$ cat src/rtl/fifo_read_stream_adapter.sv
// Read-side adapter: turns the async FIFO pop interface into a registered
// valid/ready stream through a two-entry main/skid buffer.
module fifo_read_stream_adapter #(
    parameter int DATA_WIDTH = 8,
    parameter int CNT_WIDTH  = 16
) (
    input  logic                  read_clock,
    input  logic                  read_reset_n,
    input  logic [DATA_WIDTH-1:0] fifo_read_data,
    input  logic                  fifo_read_empty,
    output logic                  fifo_read_enable,
    output logic [DATA_WIDTH-1:0] out_data,
    output logic                  out_valid,
    input  logic                  out_ready,
    output logic [1:0]            buffered_count,
    output logic [CNT_WIDTH-1:0]  word_count
);

    typedef enum logic [1:0] {
        ST_EMPTY = 2'd0,
        ST_ONE   = 2'd1,
        ST_TWO   = 2'd2
    } state_t;

    state_t                r_state;
    logic [DATA_WIDTH-1:0] r_main;
    logic [DATA_WIDTH-1:0] r_skid;
    logic                  r_valid;
    logic [CNT_WIDTH-1:0]  r_word_count;

    logic w_pop;
    logic w_fire;

    // Pop decision uses only registered occupancy, never out_ready.
    assign w_pop  = read_reset_n && !fifo_read_empty && (r_state != ST_TWO);
    assign w_fire = r_valid && out_ready;

    assign fifo_read_enable = w_pop;
    assign out_data         = r_main;
    assign out_valid        = r_valid;
    assign buffered_count   = r_state;
    assign word_count       = r_word_count;

    always_ff @(posedge read_clock) begin
        if (!read_reset_n) begin
            r_state      <= ST_EMPTY;
            r_main       <= '0;
            r_skid       <= '0;
            r_valid      <= 1'b0;
            r_word_count <= '0;
        end else begin
            if (w_fire) begin
                r_word_count <= r_word_count + CNT_WIDTH'(1);
            end
            unique case (r_state)
                ST_EMPTY: begin
                    if (w_pop) begin
                        r_main  <= fifo_read_data;
                        r_valid <= 1'b1;
                        r_state <= ST_ONE;
                    end
                end
                ST_ONE: begin
                    if (w_pop && w_fire) begin
                        r_main <= fifo_read_data;
                    end else if (w_pop) begin
                        r_skid  <= fifo_read_data;
                        r_state <= ST_TWO;
                    end else if (w_fire) begin
                        r_valid <= 1'b0;
                        r_state <= ST_EMPTY;
                    end
                end
                ST_TWO: begin
                    if (w_fire) begin
                        r_main  <= r_skid;
                        r_state <= ST_ONE;
                    end
                end
                default: begin
                    r_valid <= 1'b0;
                    r_state <= ST_EMPTY;
                end
            endcase
        end
    end

endmodule
$ cat config.mk
export PLATFORM = sky130hd
export DESIGN_NAME = fifo_read_stream_adapter
export DESIGN_NICKNAME = d
export VERILOG_FILES = /design/src/rtl/fifo_read_stream_adapter.sv
export SDC_FILE = /design/constraint.sdc
export NUM_CORES = 1
export LEC_CHECK = 0
export CORE_MARGIN = 10
export CORE_UTILIZATION = 35
export CTS_CLUSTER_SIZE = 14
export DETAILED_ROUTE_END_ITERATION = 7
export PLACE_DENSITY_LB_ADDON = 0.3
export REMOVE_ABC_BUFFERS = 1
export SLEW_MARGIN = 20
export SYNTH_ARGS = -nofsm -noshare
export SYNTH_HDL_FRONTEND = slang
export SYNTH_SLANG_ARGS = --single-unit
$ cat constraint.sdc
create_clock -name read_clock -period 1.8 [get_ports read_clock]
set_input_delay 0.36 -clock read_clock [delete_from_list [all_inputs] [get_ports read_clock]]
set_output_delay 0.36 -clock read_clock [all_outputs]
set_load 0.1 [all_outputs]
==> results of run 1 <==
==> sequential cells by signal, indices dropped and copies added, names as in the netlist <==
name	cells
r_skid	8
buffered_count	2
out_data	8
out_valid	1
word_count	16
==> per-layer routing <==
layer  track usage [%]  part of all wire [%]  vias to the layer above
met4              5.15                   2.7                        0
met2              17.1                    47                       38
li1                  -                     -                      712
met5                 0                     0                        -
met1              11.3                    43                      625
met3              4.88                   7.8                       10
==> worst max-delay path, delay by kind of cell, from the launching register on <==
kind / cells / cell delay [ps]
simple gates: 2 / 220
flops: 1 / 360
buf+inv: 3 / 460
==> report_power, final <==
group	switching, mW	internal [mW]	leakage, nW
registers	0.0357	0.806	0.285
logic	0.296	0.203	0.789
clock network	0.280	0.448	0.0612
==> worst paths after layout <==
path | start | endpoint | cells past startpoint | slack (ps)
min | r_skid[7] | r_skid[7] | 2 | 500
max | buffered_count[1] | fifo_read_enable | 5 | 100
max reg2reg | word_count[9] | word_count[15] | 4 | 160
min reg2reg | r_skid[7] | r_skid[7] | 2 | 500
==> through the flow <==
stage	hold WS (ps)	utilization, %	total power [mW]	TNS (ps)
6_report	500	59.9	2.07	0
5_1_grt	527	59.9	2.15	0
4_1_cts	510	59.2	2.09	0
3_5_place_dp	488	56.3	1.35	-4840
3_3_place_gp	478	56.3	1.35	-4280
2_1_floorplan	463	-	1.13	-14130
==> layout by cell type (no fill, tap or decap), types with 2 or more instances in the layout <==
master / synthesis / layout
nor2_1: 29 / 29
o21ai_0: 2 / 2
mux2i_1: 18 / 18
o31ai_1: 3 / 3
dfxtp_1: 35 / 34
or3_1: 2 / 2
dlymetal6s2s_1: 0 / 2
xnor2_1: 3 / 3
clkinv_2: 0 / 2
buf_12: 0 / 29
and4_1: 3 / 3
a21oi_1: 7 / 7
clkbuf_8: 0 / 6
a211oi_1: 8 / 8
clkdlybuf4s50_1: 0 / 8
buf_4: 1 / 22
nand4_1: 5 / 5
nand3_1: 4 / 4
buf_6: 1 / 2
and2_1: 2 / 2
nand2_1: 11 / 10
xor2_1: 7 / 7
or4_1: 2 / 2
or3b_4: 0 / 2
==> repair_timing <==
action,CTS,global route
setup endpoints to repair,2,12
hold buffers,0,0
pin swaps,1,0
resized for setup,5,7
cloned,0,1
==> area by class of cell <==
cell class	count	share of cell area, %
inverter	2	0.338
multi-input combinational	120	31.3
timing repair buffer	65	34.3
tap	52	2.51
sequential	35	27.1
clock inverter	2	1.35
clock buffer	6	3.19
==> cell families after synthesis <==
logic type / after synthesis / share of synthesized area (%)
and+or+nand+nor: 67 / 22.4
DFF: 35 / 45.5
AOI/OAI and AO/OA: 24 / 10.6
muxes: 18 / 11.7
xor gates and xnor gates: 10 / 5.68
buffers and inverters: 10 / 3.33
adders and majority gates: 1 / 0.812
==> impl_metrics.env, run 1 <==
export IMPL_status="finished, final reports clean"
export IMPL_drt_iter0_markers=55
export IMPL_synth_largest_area_cell="dfxtp_1"
export IMPL_power_leakage_nw=1.14
export IMPL_port_buffers=39
export IMPL_final_setup_viol_count=0
export IMPL_synth_distinct_cells=34
export IMPL_syn_inst=165
export IMPL_insertion_delay_ps=290
export IMPL_cp_required_ps=1440
export IMPL_rows=24
export IMPL_syn_to_final_growth_pct=68.0
export IMPL_die_area_um2=7460
export IMPL_critPathKind="flip-flop to output pin"
export IMPL_clkSinkCount=35
export IMPL_final_cell_area_um2=2590
export IMPL_grt_max_degree=35
export IMPL_avgViaCountPerCell=4.91
export IMPL_relSlewSlack_pct=76.1
export IMPL_slew_viol_final=0
export IMPL_cp_end_kind="output pin"
export IMPL_synth_most_common_cell="dfxtp_1"
export IMPL_async_reset_ff_share_pct=0
export IMPL_fin_crit_sh_pct=94.7
export IMPL_cp_slowest_cell="dfxtp_1"
export IMPL_multi_input_area_um2=810
export IMPL_tightest_slew_ps=358
export IMPL_start_util_pct=35.6
export IMPL_cts_root_buf="clkbuf_8"
export IMPL_yosysTopAreaCellShare_pct=45.5
export IMPL_instances_no_fill=282
export IMPL_clk_pin_slew_ps=70
export IMPL_drt_total_wl_mm=3.88
export IMPL_min_period_ps=1700
export IMPL_place_congestion=0.804
export IMPL_cts_tree="done"
export IMPL_hp_class="flip-flop to flip-flop"
export IMPL_fillCellCount=380
export IMPL_power_density_nw_per_um2=799
export IMPL_cp_slowest_stage_delay_ps=360
export IMPL_crit_arrival_ps=1340
export IMPL_postCtsSetupRepairBufs=0
export IMPL_antenna_cells=0
export IMPL_ys_ff_latch=35
export IMPL_fin_nets=242
export IMPL_dieHeight_um=86.4
export IMPL_rsz0062_at_grt="false"
export IMPL_routedWlPerCell_um=13.8
export IMPL_synth_warning_count=0
export IMPL_crit_chain="buf_4, nand2b_4, nor3b_2, buf_4, buf_12"
export IMPL_cts_buffer_depth=2
export IMPL_fmax_ghz=0.587
export IMPL_register_area_um2=702
export IMPL_synth_edf_count=0
export IMPL_grt_pass1_vias=1452
export IMPL_yosys_top_cells_count="dfxtp_1 (35), nor2_1 (29), mux2i_1 (18), nand2_1 (11), a211oi_1 (8)"
export IMPL_fin_ws_ps=95.2
export IMPL_ant_nets=0
export IMPL_cts_buffers_inserted=5
export IMPL_grt_pass1_wl_mm=6.49
export IMPL_grt_overflow_total=0
export IMPL_maxCapViolations=0
export IMPL_cpMostUsedCell="buf_4"
export IMPL_ios=40
export IMPL_drive_gt1_share_pct=30.9
export IMPL_dp_cells=273
export IMPL_placed_area_um2=2430
export IMPL_antenna_found_initial=0
export IMPL_dr_pass1_iters=4
export IMPL_synth_main_ff_cell="dfxtp_1"
export IMPL_vias=1385
export IMPL_finalHoldViolations=0
export IMPL_synth_area_leaders="dfxtp_1 (45%), mux2i_1 (12%), nor2_1 (7.1%), xor2_1 (4.0%), a211oi_1 (3.9%)"
export IMPL_place_ws_ps=-308
export IMPL_htree_levels=2
export IMPL_drc=0
export IMPL_irDropWorstVdd_mv=0.449
export IMPL_syn_area_um2=1540
export IMPL_critical_path_startpoint_type="flip-flop"
export IMPL_fp_coreArea_um2=4320
export IMPL_avgSynthCellArea_um2=9.34
export IMPL_grt_usage_pct=10.5
export IMPL_yosysSeqAreaShare_pct=45.5
export IMPL_clock_skew_ps=4.30
export IMPL_die_width_um=86.4
export IMPL_dp_hpwl_mm=2.92
export IMPL_crit_fanout=6
Note: power is estimated with default switching activity, not from simulation.
==> run 2: changes to the inputs <==
--- a/config.mk
+++ b/config.mk
@@ -9,6 +9,7 @@
 export CORE_UTILIZATION = 35
 export CTS_CLUSTER_SIZE = 14
 export DETAILED_ROUTE_END_ITERATION = 7
+export GPL_TIMING_DRIVEN = 0
 export PLACE_DENSITY_LB_ADDON = 0.3
 export REMOVE_ABC_BUFFERS = 1
 export SLEW_MARGIN = 20
==> impl_metrics.env, run 2 (synthesis gave the netlist of run 1 again) <==
export IMPL_status="finished, final reports clean"
export IMPL_maxCapViolations=0
export IMPL_drc=0
export IMPL_clkSinkCount=35
export IMPL_cts_tree="done"
export IMPL_grt_pass1_vias=1333
export IMPL_netSwitchingFraction_pct=30.0
export IMPL_antenna_found_initial=0
export IMPL_irDropWorstVdd_mv=0.538
export IMPL_fin_nets=218
export IMPL_cts_buffer_depth=2
export IMPL_dp_hpwl_mm=2.48
export IMPL_endpoint="buffered_count[1]"
export IMPL_die_width_um=86.4
export IMPL_cp_required_ps=1440
export IMPL_startpoint="buffered_count[1]"
export IMPL_dieHeight_um=86.4
export IMPL_internal_power_mw=1.36
export IMPL_crit_buf_inv=1
export IMPL_worst_r2r_path_depth=4
export IMPL_rsz0062_at_grt="false"
export IMPL_pwr_share_comb_pct=20.4
export IMPL_syn_to_final_growth_pct=39.5
export IMPL_grt_pass1_wl_mm=6.15
export IMPL_finalHoldViolations=0
export IMPL_drive_gt1_share_pct=23.3
export IMPL_crit_arrival_ps=1360
export IMPL_ant_nets=0
export IMPL_grt_max_degree=19
export IMPL_critical_path_startpoint_type="flip-flop"
export IMPL_cp_slowest_cell="clkdlybuf4s15_2"
export IMPL_place_congestion=0.759
export IMPL_grt_usage_pct=10.0
export IMPL_power_frac_clock_pct=37.0
export IMPL_fin_crit_sh_pct=95.7
export IMPL_slew_viol_final=0
export IMPL_largest_reg_flops=16
export IMPL_crit_chain="clkdlybuf4s15_2"
export IMPL_drt_total_wl_mm=3.61
export IMPL_cts_root_buf="clkbuf_8"
export IMPL_crit_fanout=7
export IMPL_reg2reg_to="word_count[15]"
export IMPL_vias=1293
export IMPL_fin_tns_setup_ps=0
export IMPL_insertion_delay_ps=280
export IMPL_hp_class="input pin to flip-flop"
export IMPL_fp_coreArea_um2=4320
export IMPL_antenna_cells=0
export IMPL_critPathKind="flip-flop to output pin"
export IMPL_drt_iter0_markers=37
export IMPL_switching_power_uw=586
export IMPL_worst_path_stages=1
export IMPL_port_buffers=39
export IMPL_layout_common_cells="dfxtp_1 (35), nor2_1 (29), clkdlybuf4s15_2 (27), mux2i_1 (18), nand2_1 (10)"
export IMPL_power_mw=1.95
export IMPL_power_density_nw_per_um2=906
export IMPL_crit_family="buffers and inverters"
export IMPL_min_period_ps=1720
export IMPL_final_setup_viol_count=0
export IMPL_start_util_pct=35.6
export IMPL_rr_startpoint="word_count[3]"
export IMPL_relSlewSlack_pct=62.9
export IMPL_clk_pin_slew_ps=70
export IMPL_layout_commonest_cell="dfxtp_1"
export IMPL_avgViaCountPerCell=5.01
export IMPL_grt_overflow_total=0
export IMPL_cp_slowest_stage_delay_ps=610
export IMPL_power_leakage_nw=0.877
export IMPL_cts_buffers_inserted=5
export IMPL_cp_end_kind="output pin"
export IMPL_htree_levels=2
export IMPL_clock_skew_ps=4.39
export IMPL_rows=24
export IMPL_die_area_um2=7460
export IMPL_fmax_ghz=0.580
export IMPL_pwr_share_seq_pct=42.6
export IMPL_holdBufCountCts=0
export IMPL_dr_pass1_iters=4
export IMPL_tightest_slew_ps=560
export IMPL_ios=40
export IMPL_rrSetupSlack_ps=150
export IMPL_routedWlPerCell_um=14.0
==> run 2: what timing repair did <==
action	CTS	global route
endpoints found under the hold margin	0	0
setup buffers	0	1
endpoints found under the setup margin	52	5
gates resized for setup	98	6
cloned	1	0
==> run 2: metrics by stage <==
step	hold WS [ps]	worst slack, ps	instances	area (µm²)	util (%)
finish	428	77.0	258	2150	49.7
global route	454	7.24	258	2150	49.7
CTS	482	-102	257	2130	49.3
detailed placement	470	-1950	248	1950	45.2
global placement	465	-1920	248	1950	45.2
floorplan	463	-2330	157	1500	-
==> run 2: per-layer routing <==
metal	wire length [µm]	track usage, %	vias up	part of all wire (%)
met5	0	0	-	0
met4	0	1.33	0	0
met3	380	6.94	0	11
met2	1610	16.2	39	45
met1	1620	10.9	595	45
li1	-	-	659	-
==> run 2: power groups by stage <==
stage / Sequential (mW) / Combinational, mW / Clock [mW]
floorplan: 1.03 / 0.105 / 0
global placement: 0.847 / 0.394 / 0
detailed placement: 0.847 / 0.395 / 0
CTS: 0.831 / 0.399 / 0.745
global route: 0.836 / 0.419 / 0.790
finish: 0.831 / 0.398 / 0.721
==> run 2: worst min-delay path by stage <==
stage | cells after the start | to | startpoint
6_report | 3 | word_count[11] | read_reset_n
3_5_place_dp | 2 | word_count[15] | word_count[15]
2_1_floorplan | 2 | r_skid[0] | r_skid[0]
5_1_grt | 3 | word_count[11] | read_reset_n
4_1_cts | 2 | word_count[15] | word_count[15]
3_3_place_gp | 2 | word_count[15] | word_count[15]
==> run 2: final cells by class <==
class | count | area [µm²]
timing repair buffer | 40 | 432
timing repair inverter | 1 | 5.00
multi-input combinational | 120 | 818
inverter | 2 | 12.5
sequential | 35 | 701
clock inverter | 2 | 35.0
fill | 425 | 2170
clock buffer | 6 | 82.6
tap | 52 | 65.1
==> run 2: tightest hold or removal path, cell delays in order <==
cell	delay [ps]
clkbuf_2	150
nand2_1	90
mux2i_1	60
